<file path="src/rtl/data_mem_responder_pkg.sv">
// -----------------------------------------------------------------------------
// dmem_pkg
// Shared definitions for the data-memory responder slice: word width, the
// width of the wait-state counter and the responder FSM state encoding.
// No ports (package).
// -----------------------------------------------------------------------------
package dmem_pkg;

    localparam int WORD_W = 32;
    // Wide enough for WAIT_STATES in 0..15
    localparam int WS_W   = 4;

    typedef enum logic [1:0] {
        IDLE = 2'd0,
        WAIT = 2'd1,
        RESP = 2'd2
    } state_t;

endpackage

</file>
<file path="src/rtl/data_mem_responder_if.sv">
// -----------------------------------------------------------------------------
// data_mem_responder_if
// Request/response bus between a CPU load/store unit (master) and the data
// memory responder (slave).
//   req_valid/req_ready : request handshake
//   req_addr            : byte address
//   req_wdata           : store data
//   req_we / req_re     : MemWrite / MemRead
//   rsp_valid/rsp_ready : response handshake
//   rsp_rdata           : load data
//   rsp_err             : response error flag
// -----------------------------------------------------------------------------
interface data_mem_responder_if;
    import dmem_pkg::*;

    logic              req_valid;
    logic              req_ready;
    logic [WORD_W-1:0] req_addr;
    logic [WORD_W-1:0] req_wdata;
    logic              req_we;
    logic              req_re;
    logic              rsp_valid;
    logic              rsp_ready;
    logic [WORD_W-1:0] rsp_rdata;
    logic              rsp_err;

    modport master (
        output req_valid, req_addr, req_wdata, req_we, req_re, rsp_ready,
        input  req_ready, rsp_valid, rsp_rdata, rsp_err
    );

    modport slave (
        input  req_valid, req_addr, req_wdata, req_we, req_re, rsp_ready,
        output req_ready, rsp_valid, rsp_rdata, rsp_err
    );

endinterface

</file>
<file path="src/rtl/data_mem_responder_array.sv">
// -----------------------------------------------------------------------------
// dmem_array
// Word-addressed storage: clocked write, combinational read, contents are
// never reset.
//   clk   : clock
//   we    : write enable (sampled on rising edge)
//   idx   : word index for both write and read
//   wdata : write data
//   rdata : combinational read data at idx
// -----------------------------------------------------------------------------
module dmem_array
    import dmem_pkg::*;
#(
    parameter int DEPTH_WORDS = 64,
    parameter int AW          = 6
) (
    input  logic              clk,
    input  logic              we,
    input  logic [AW-1:0]     idx,
    input  logic [WORD_W-1:0] wdata,
    output logic [WORD_W-1:0] rdata
);

    logic [WORD_W-1:0] mem [DEPTH_WORDS];

    always_ff @(posedge clk) begin
        if (we) begin
            mem[idx] <= wdata;
        end
    end

    assign rdata = mem[idx];

endmodule

</file>
<file path="src/rtl/data_mem_responder.sv">
// -----------------------------------------------------------------------------
// data_mem_responder
// Single-outstanding data memory responder with a fixed, programmable
// response latency. Requests are accepted in IDLE, held in WAIT for
// WAIT_STATES cycles, then answered in RESP until the CPU takes the response.
// Writes commit and reads sample storage only on entry to RESP.
//   clk   : clock
//   reset : synchronous, active-low reset
//   bus   : data_mem_responder_if.slave request/response bus
// Optional feature: define DMEM_MISALIGN_CHECK_EN to flag accesses whose
// address is not word aligned (rsp_err=1, no write, rsp_rdata=0).
// -----------------------------------------------------------------------------
module data_mem_responder
    import dmem_pkg::*;
#(
    parameter int DEPTH_WORDS = 64,
    parameter int WAIT_STATES = 2
) (
    input  logic                 clk,
    input  logic                 reset,
    data_mem_responder_if.slave  bus
);

    localparam int AW = $clog2(DEPTH_WORDS);
    // Counter counts down to zero, so WAIT lasts WAIT_STATES cycles
    localparam logic [WS_W-1:0] WS_LOAD = (WAIT_STATES == 0) ? '0 : WS_W'(WAIT_STATES - 1);

    state_t            state;
    logic [WS_W-1:0]   cnt;

    logic [AW-1:0]     idx_q;
    logic [WORD_W-1:0] wdata_q;
    logic              we_q;
    logic              re_q;
    logic              mis_q;

    logic              accept;
    logic              mis_in;
    logic              unused_addr;

    logic              cmt_fire;
    logic [AW-1:0]     cmt_idx;
    logic [WORD_W-1:0] cmt_wdata;
    logic              cmt_we;
    logic              cmt_re;
    logic              cmt_mis;
    logic [WORD_W-1:0] rdata_next;

    logic              mem_we;
    logic [WORD_W-1:0] mem_rdata;

    assign accept = (state == IDLE) && bus.req_valid && bus.req_ready;

`ifdef DMEM_MISALIGN_CHECK_EN
    assign mis_in = |bus.req_addr[1:0];
`else
    assign mis_in = 1'b0;
`endif

    // Address bits outside the word index never affect behaviour
    assign unused_addr = ^{bus.req_addr[WORD_W-1:AW+2], bus.req_addr[1:0]};

    always_ff @(posedge clk) begin
        if (accept) begin
            idx_q   <= bus.req_addr[AW+1:2];
            wdata_q <= bus.req_wdata;
            we_q    <= bus.req_we;
            re_q    <= bus.req_re;
            mis_q   <= mis_in;
        end
    end

    // With zero wait states the commit happens on the accept edge itself,
    // so the commit path takes the live request instead of the latched copy.
    always_comb begin
        cmt_fire  = (state == WAIT) && (cnt == '0);
        cmt_idx   = idx_q;
        cmt_wdata = wdata_q;
        cmt_we    = we_q;
        cmt_re    = re_q;
        cmt_mis   = mis_q;
        if (WAIT_STATES == 0) begin
            cmt_fire  = accept;
            cmt_idx   = bus.req_addr[AW+1:2];
            cmt_wdata = bus.req_wdata;
            cmt_we    = bus.req_we;
            cmt_re    = bus.req_re;
            cmt_mis   = mis_in;
        end
    end

    // we=1 always wins over re=1; no-ops and flagged accesses return zero
    assign rdata_next = (cmt_re && !cmt_we && !cmt_mis) ? mem_rdata : '0;
    // Gated by reset so a reset edge coinciding with commit drops the write
    assign mem_we     = reset && cmt_fire && cmt_we && !cmt_mis;

    dmem_array #(
        .DEPTH_WORDS (DEPTH_WORDS),
        .AW          (AW)
    ) u_array (
        .clk   (clk),
        .we    (mem_we),
        .idx   (cmt_idx),
        .wdata (cmt_wdata),
        .rdata (mem_rdata)
    );

    always_ff @(posedge clk) begin
        if (!reset) begin
            state         <= IDLE;
            cnt           <= '0;
            bus.req_ready <= 1'b0;
            bus.rsp_valid <= 1'b0;
            bus.rsp_rdata <= '0;
            bus.rsp_err   <= 1'b0;
        end else begin
            case (state)
                IDLE: begin
                    bus.req_ready <= 1'b1;
                    if (accept) begin
                        bus.req_ready <= 1'b0;
                        if (WAIT_STATES == 0) begin
                            state         <= RESP;
                            bus.rsp_valid <= 1'b1;
                            bus.rsp_rdata <= rdata_next;
                            bus.rsp_err   <= cmt_mis;
                        end else begin
                            state <= WAIT;
                            cnt   <= WS_LOAD;
                        end
                    end
                end
                WAIT: begin
                    if (cnt == '0) begin
                        state         <= RESP;
                        bus.rsp_valid <= 1'b1;
                        bus.rsp_rdata <= rdata_next;
                        bus.rsp_err   <= cmt_mis;
                    end else begin
                        cnt <= cnt - WS_W'(1);
                    end
                end
                RESP: begin
                    if (bus.rsp_ready) begin
                        state         <= IDLE;
                        bus.rsp_valid <= 1'b0;
                        bus.req_ready <= 1'b1;
                    end
                end
                default: begin
                    state <= IDLE;
                end
            endcase
        end
    end

endmodule

</file>
<file path="src/flat_wrapper.sv">
// flat-port wrapper written by rule: the top's interface ports become plain ports
module data_mem_responder_flat import dmem_pkg::*;
#(
    parameter int DEPTH_WORDS = 64,
    parameter int WAIT_STATES = 2
)
  (clk, reset, bus_req_valid, bus_req_addr, bus_req_wdata, bus_req_we, bus_req_re, bus_rsp_ready, bus_req_ready, bus_rsp_valid, bus_rsp_rdata, bus_rsp_err);
  data_mem_responder_if bus_i ();
  input  logic clk;
  input  logic reset;
  input wire logic [$bits(bus_i.req_valid)-1:0] bus_req_valid;
  input wire logic [$bits(bus_i.req_addr)-1:0] bus_req_addr;
  input wire logic [$bits(bus_i.req_wdata)-1:0] bus_req_wdata;
  input wire logic [$bits(bus_i.req_we)-1:0] bus_req_we;
  input wire logic [$bits(bus_i.req_re)-1:0] bus_req_re;
  input wire logic [$bits(bus_i.rsp_ready)-1:0] bus_rsp_ready;
  output wire logic [$bits(bus_i.req_ready)-1:0] bus_req_ready;
  output wire logic [$bits(bus_i.rsp_valid)-1:0] bus_rsp_valid;
  output wire logic [$bits(bus_i.rsp_rdata)-1:0] bus_rsp_rdata;
  output wire logic [$bits(bus_i.rsp_err)-1:0] bus_rsp_err;
  assign bus_i.req_valid = bus_req_valid;
  assign bus_i.req_addr = bus_req_addr;
  assign bus_i.req_wdata = bus_req_wdata;
  assign bus_i.req_we = bus_req_we;
  assign bus_i.req_re = bus_req_re;
  assign bus_i.rsp_ready = bus_rsp_ready;
  assign bus_req_ready = bus_i.req_ready;
  assign bus_rsp_valid = bus_i.rsp_valid;
  assign bus_rsp_rdata = bus_i.rsp_rdata;
  assign bus_rsp_err = bus_i.rsp_err;
  data_mem_responder #(.DEPTH_WORDS(DEPTH_WORDS), .WAIT_STATES(WAIT_STATES)) u_core (.clk(clk), .reset(reset), .bus(bus_i));
endmodule
</file>
<file path="config.mk">
export PLATFORM = sky130hd
export DESIGN_NAME = data_mem_responder_flat
export DESIGN_NICKNAME = d
export VERILOG_FILES = /design/src/rtl/data_mem_responder_pkg.sv /design/src/rtl/data_mem_responder_if.sv /design/src/rtl/data_mem_responder_array.sv /design/src/rtl/data_mem_responder.sv /design/src/flat_wrapper.sv
export SDC_FILE = /design/constraint.sdc
export NUM_CORES = 2
export LEC_CHECK = 0
export CAP_MARGIN = 20
export CORE_MARGIN = 2
export CORE_UTILIZATION = 55
export DETAILED_ROUTE_END_ITERATION = 8
export GPL_ROUTABILITY_DRIVEN = 0
export HOLD_SLACK_MARGIN = 0.1
export PLACE_DENSITY = 0.75
export RECOVER_POWER = 50
export SKIP_LAST_GASP = 1
export SLEW_MARGIN = 10
export SYNTH_ARGS = -nofsm -noshare
export SYNTH_HDL_FRONTEND = slang
export SYNTH_SLANG_ARGS = --single-unit
</file>
<file path="constraint.sdc">
create_clock -name clk -period 3.5 [get_ports clk]
set_input_delay 0.7 -clock clk [delete_from_list [all_inputs] [get_ports clk]]
set_output_delay 0.7 -clock clk [all_outputs]
set_load 0.05 [all_outputs]
</file>
==> out/qor.yml <==
run_status: "finished with violations"
violations: "capacitance limit, slew limit"
rsz0062_at_grt: "no"
cp-start-kind: "flip-flop"
grt_usage: 0.292
clk_path_buf_depth: 3
synth-main-ff-cell: "edfxtp_1"
synth.yosys.seq_area_share: 0.782
r2r_cells: 1
crit_type: "reg2reg"
cts.reportedPaths.clkPinSlew_ps: 60
syn-num-nets: 3731
path_buf_inv: 1
vias: 41924
layout.nets: 4110
cp-startpoint: "u_core.cmt_wdata[21]$_DFFE_PP_"
placed_cell_area_mm2: 0.0872
grt_pass1_wl_mm: 308
drv_slew: 1131
ctsRootBufferMaster: "clkbuf_16"
min_period_over_period: 0.911
cp_data_required_time_ps: 3680
io_pins: 105
place_inst: 5763
r2r-end: "u_core.u_array.mem[0][21]$_DFFE_PP_"
area_delta_synth_final_pct: 15.1
peakVddDrop_mv: 0.439
setup_ws_ps: 310
first_pass_iters: 5
cts_tree: "yes"
holdWs_ps: 468
finalSetupTns_ps: 0
cpPeakStageDelay_ps: 2160
cts_resized: 0
detailed_place_hpwl_mm: 125
syn-instance-count: 3659
routedWlPerCell_um: 35.6
stdcell_area_mm2: 0.0936
wirelength_mm: 219
final_cells: 6143
grt.overflow.total: 0
yosysUniqueCellTypes: 67
clk_latency_ps: 850
worst_clock_skew_ps: 43.3
layout_commonest_cell: "edfxtp_1"
hold_viol: 0
postCtsHoldBufs: 0
total_power_mw: 53.9
endpoint: "u_core.u_array.mem[0][21]$_DFFE_PP_"
synth_enable_flop_cells: 2088
die-height_um: 389
drive_above_1_share: 0.281
die_area_mm2: 0.151
grt_max_degree: 65
place_ws_ps: 328
cts.sinks: 2134
multiInputGateArea_mm2: 0.0170
syn_avg_cell_area_um2: 22.2
die_w_um: 389
reg2reg_slack_ps: 310
initial_core_util: 0.552
power.leakage_nw: 29.4
seq_area_mm2: 0.0636
grt_pass1_vias: 41795
cts_buffers: 202
arrival_ps: 3370
core_mm2: 0.147
htree_num_levels: 4
crit_path_top_delay_cell: "clkbuf_1"
async_reset_ff_frac: 0
maxCapViolCount: 18
worstReg2RegStart: "u_core.cmt_wdata[21]$_DFFE_PP_"
cp-end-kind: "flip-flop"
post-route-util: 0.635
min_path_type: "in2reg"
path_depth: 1
cpLargestDelayFamily: "buffers and inverters"
setup_viol: 0
yosys_warnings: 0
syn_area_mm2: 0.0813
portBuffers: 77
final_cell_mix: "edfxtp_1 (2088), mux4_2 (514), clkbuf_16 (207)"
drtAntennaViolNets: 0
drcViolationCount: 0
yosys_register_bits: 2134
rows: 141
nFillCells: 9236
fin_crit_ps: 3190
slew_headroom: -1.06
worst_slew_pin_slew_ps: 3090
worstPathCellList: "clkbuf_1"
max_freq_mhz: 314
postCtsSetupRepairBufs: 0
avgViaCountPerCell: 6.82
cp_max_fo: 64
antenna_found_initial: 11
drt-initial-drc-count: 6697
power.density_mw_per_mm2: 575
-- flip-flops by register name, indices dropped and copies added, names as in the netlist, named ones only --
signal	flops
u_core.bus.req_ready	1
u_core.bus.rsp_rdata	32
u_core.bus.rsp_valid	1
u_core.cmt_idx	6
u_core.cmt_re	1
u_core.cmt_wdata	32
u_core.cmt_we	1
u_core.cnt	4
u_core.state	2
u_core.u_array.mem	2048
-- report_power, final --
group	total, mW	leakage [nW]	switching (mW)	internal, mW
registers	28.2	19.1	0.105	28.1
logic	4.14	7.10	2.48	1.66
clock network	21.5	3.19	9.32	12.2
-- layout make-up --
class,instances,area share
Tap cell,1930,0.0258
Clock inverter,102,0.0103
Antenna cell,6,0.000160
Sequential cell,2134,0.680
Clock buffer,271,0.0594
Inverter,11,0.000481
Timing Repair Buffer,371,0.0418
Multi-Input combinational cell,1318,0.182
-- cells in the mapped netlist (5+ instances only) --
cell type / n / area, um2
a2111oi_0: 5 / 43.8
a211oi_1: 9 / 67.6
a21oi_1: 26 / 130
a221oi_1: 8 / 70.1
a22o_1: 17 / 149
a22oi_1: 45 / 338
a31oi_1: 12 / 75.1
and2_1: 10 / 62.6
buf_1: 22 / 82.6
buf_2: 47 / 235
buf_4: 36 / 270
buf_6: 20 / 225
clkbuf_1: 69 / 259
dfxtp_1: 46 / 921
edfxtp_1: 2088 / 62700
inv_1: 9 / 33.8
mux2_2: 29 / 327
mux2i_1: 84 / 841
mux4_2: 514 / 11600
nand2_1: 174 / 653
nand2b_1: 9 / 56.3
nand3_1: 61 / 305
nand3b_1: 7 / 52.6
nand4_1: 14 / 87.6
nor2_1: 107 / 402
nor2b_1: 11 / 68.8
nor3_1: 9 / 45.0
nor4_1: 6 / 37.5
o2111ai_1: 5 / 43.8
o21ai_0: 37 / 185
o22a_1: 8 / 70.1
o22ai_1: 29 / 181
o31ai_1: 11 / 82.6
-- worst min-delay path by stage --
stage / slack (ps) / from / endpoint / cells after the start
2_1_floorplan: 490 / u_core.cnt[1]$_SDFFE_PN0P_ / u_core.cnt[1]$_SDFFE_PN0P_ / 2
3_3_place_gp: 480 / u_core.bus.rsp_rdata[5]$_SDFFE_PN0P_ / u_core.bus.rsp_rdata[5]$_SDFFE_PN0P_ / 2
3_5_place_dp: 490 / u_core.bus.rsp_rdata[5]$_SDFFE_PN0P_ / u_core.bus.rsp_rdata[5]$_SDFFE_PN0P_ / 2
4_1_cts: 360 / bus_req_we / u_core.cmt_we$_DFFE_PP_ / 1
5_1_grt: 450 / bus_req_we / u_core.cmt_we$_DFFE_PP_ / 1
6_report: 470 / bus_req_we / u_core.cmt_we$_DFFE_PP_ / 1
-- routing by layer --
metal | vias to the layer above | track usage | wire length, um | part of all wire
li1 | 16217 | - | - | -
met1 | 21834 | 0.393 | 76200 | 0.35
met2 | 3283 | 0.454 | 104000 | 0.48
met3 | 578 | 0.0823 | 28500 | 0.13
met4 | 12 | 0.122 | 9580 | 0.044
met5 | - | 0 | 161 | 0.00074
-- cells by family (layout without fill, tap and decap cells) --
| logic type | count (synthesis) | count (layout) | synth area share |
|---|---|---|---|
| compound gates | 256 | 256 | 0.0222 |
| other cells | 1 | 7 | 0.0000461 |
| mux | 627 | 627 | 0.157 |
| xor+xnor | 2 | 2 | 0.000215 |
| buf+inv | 207 | 755 | 0.0142 |
| fa+ha+maj | 2 | 2 | 0.000308 |
| simple gates | 430 | 430 | 0.0239 |
| flops | 2134 | 2134 | 0.782 |
Note: power is estimated with default switching activity, not from simulation.
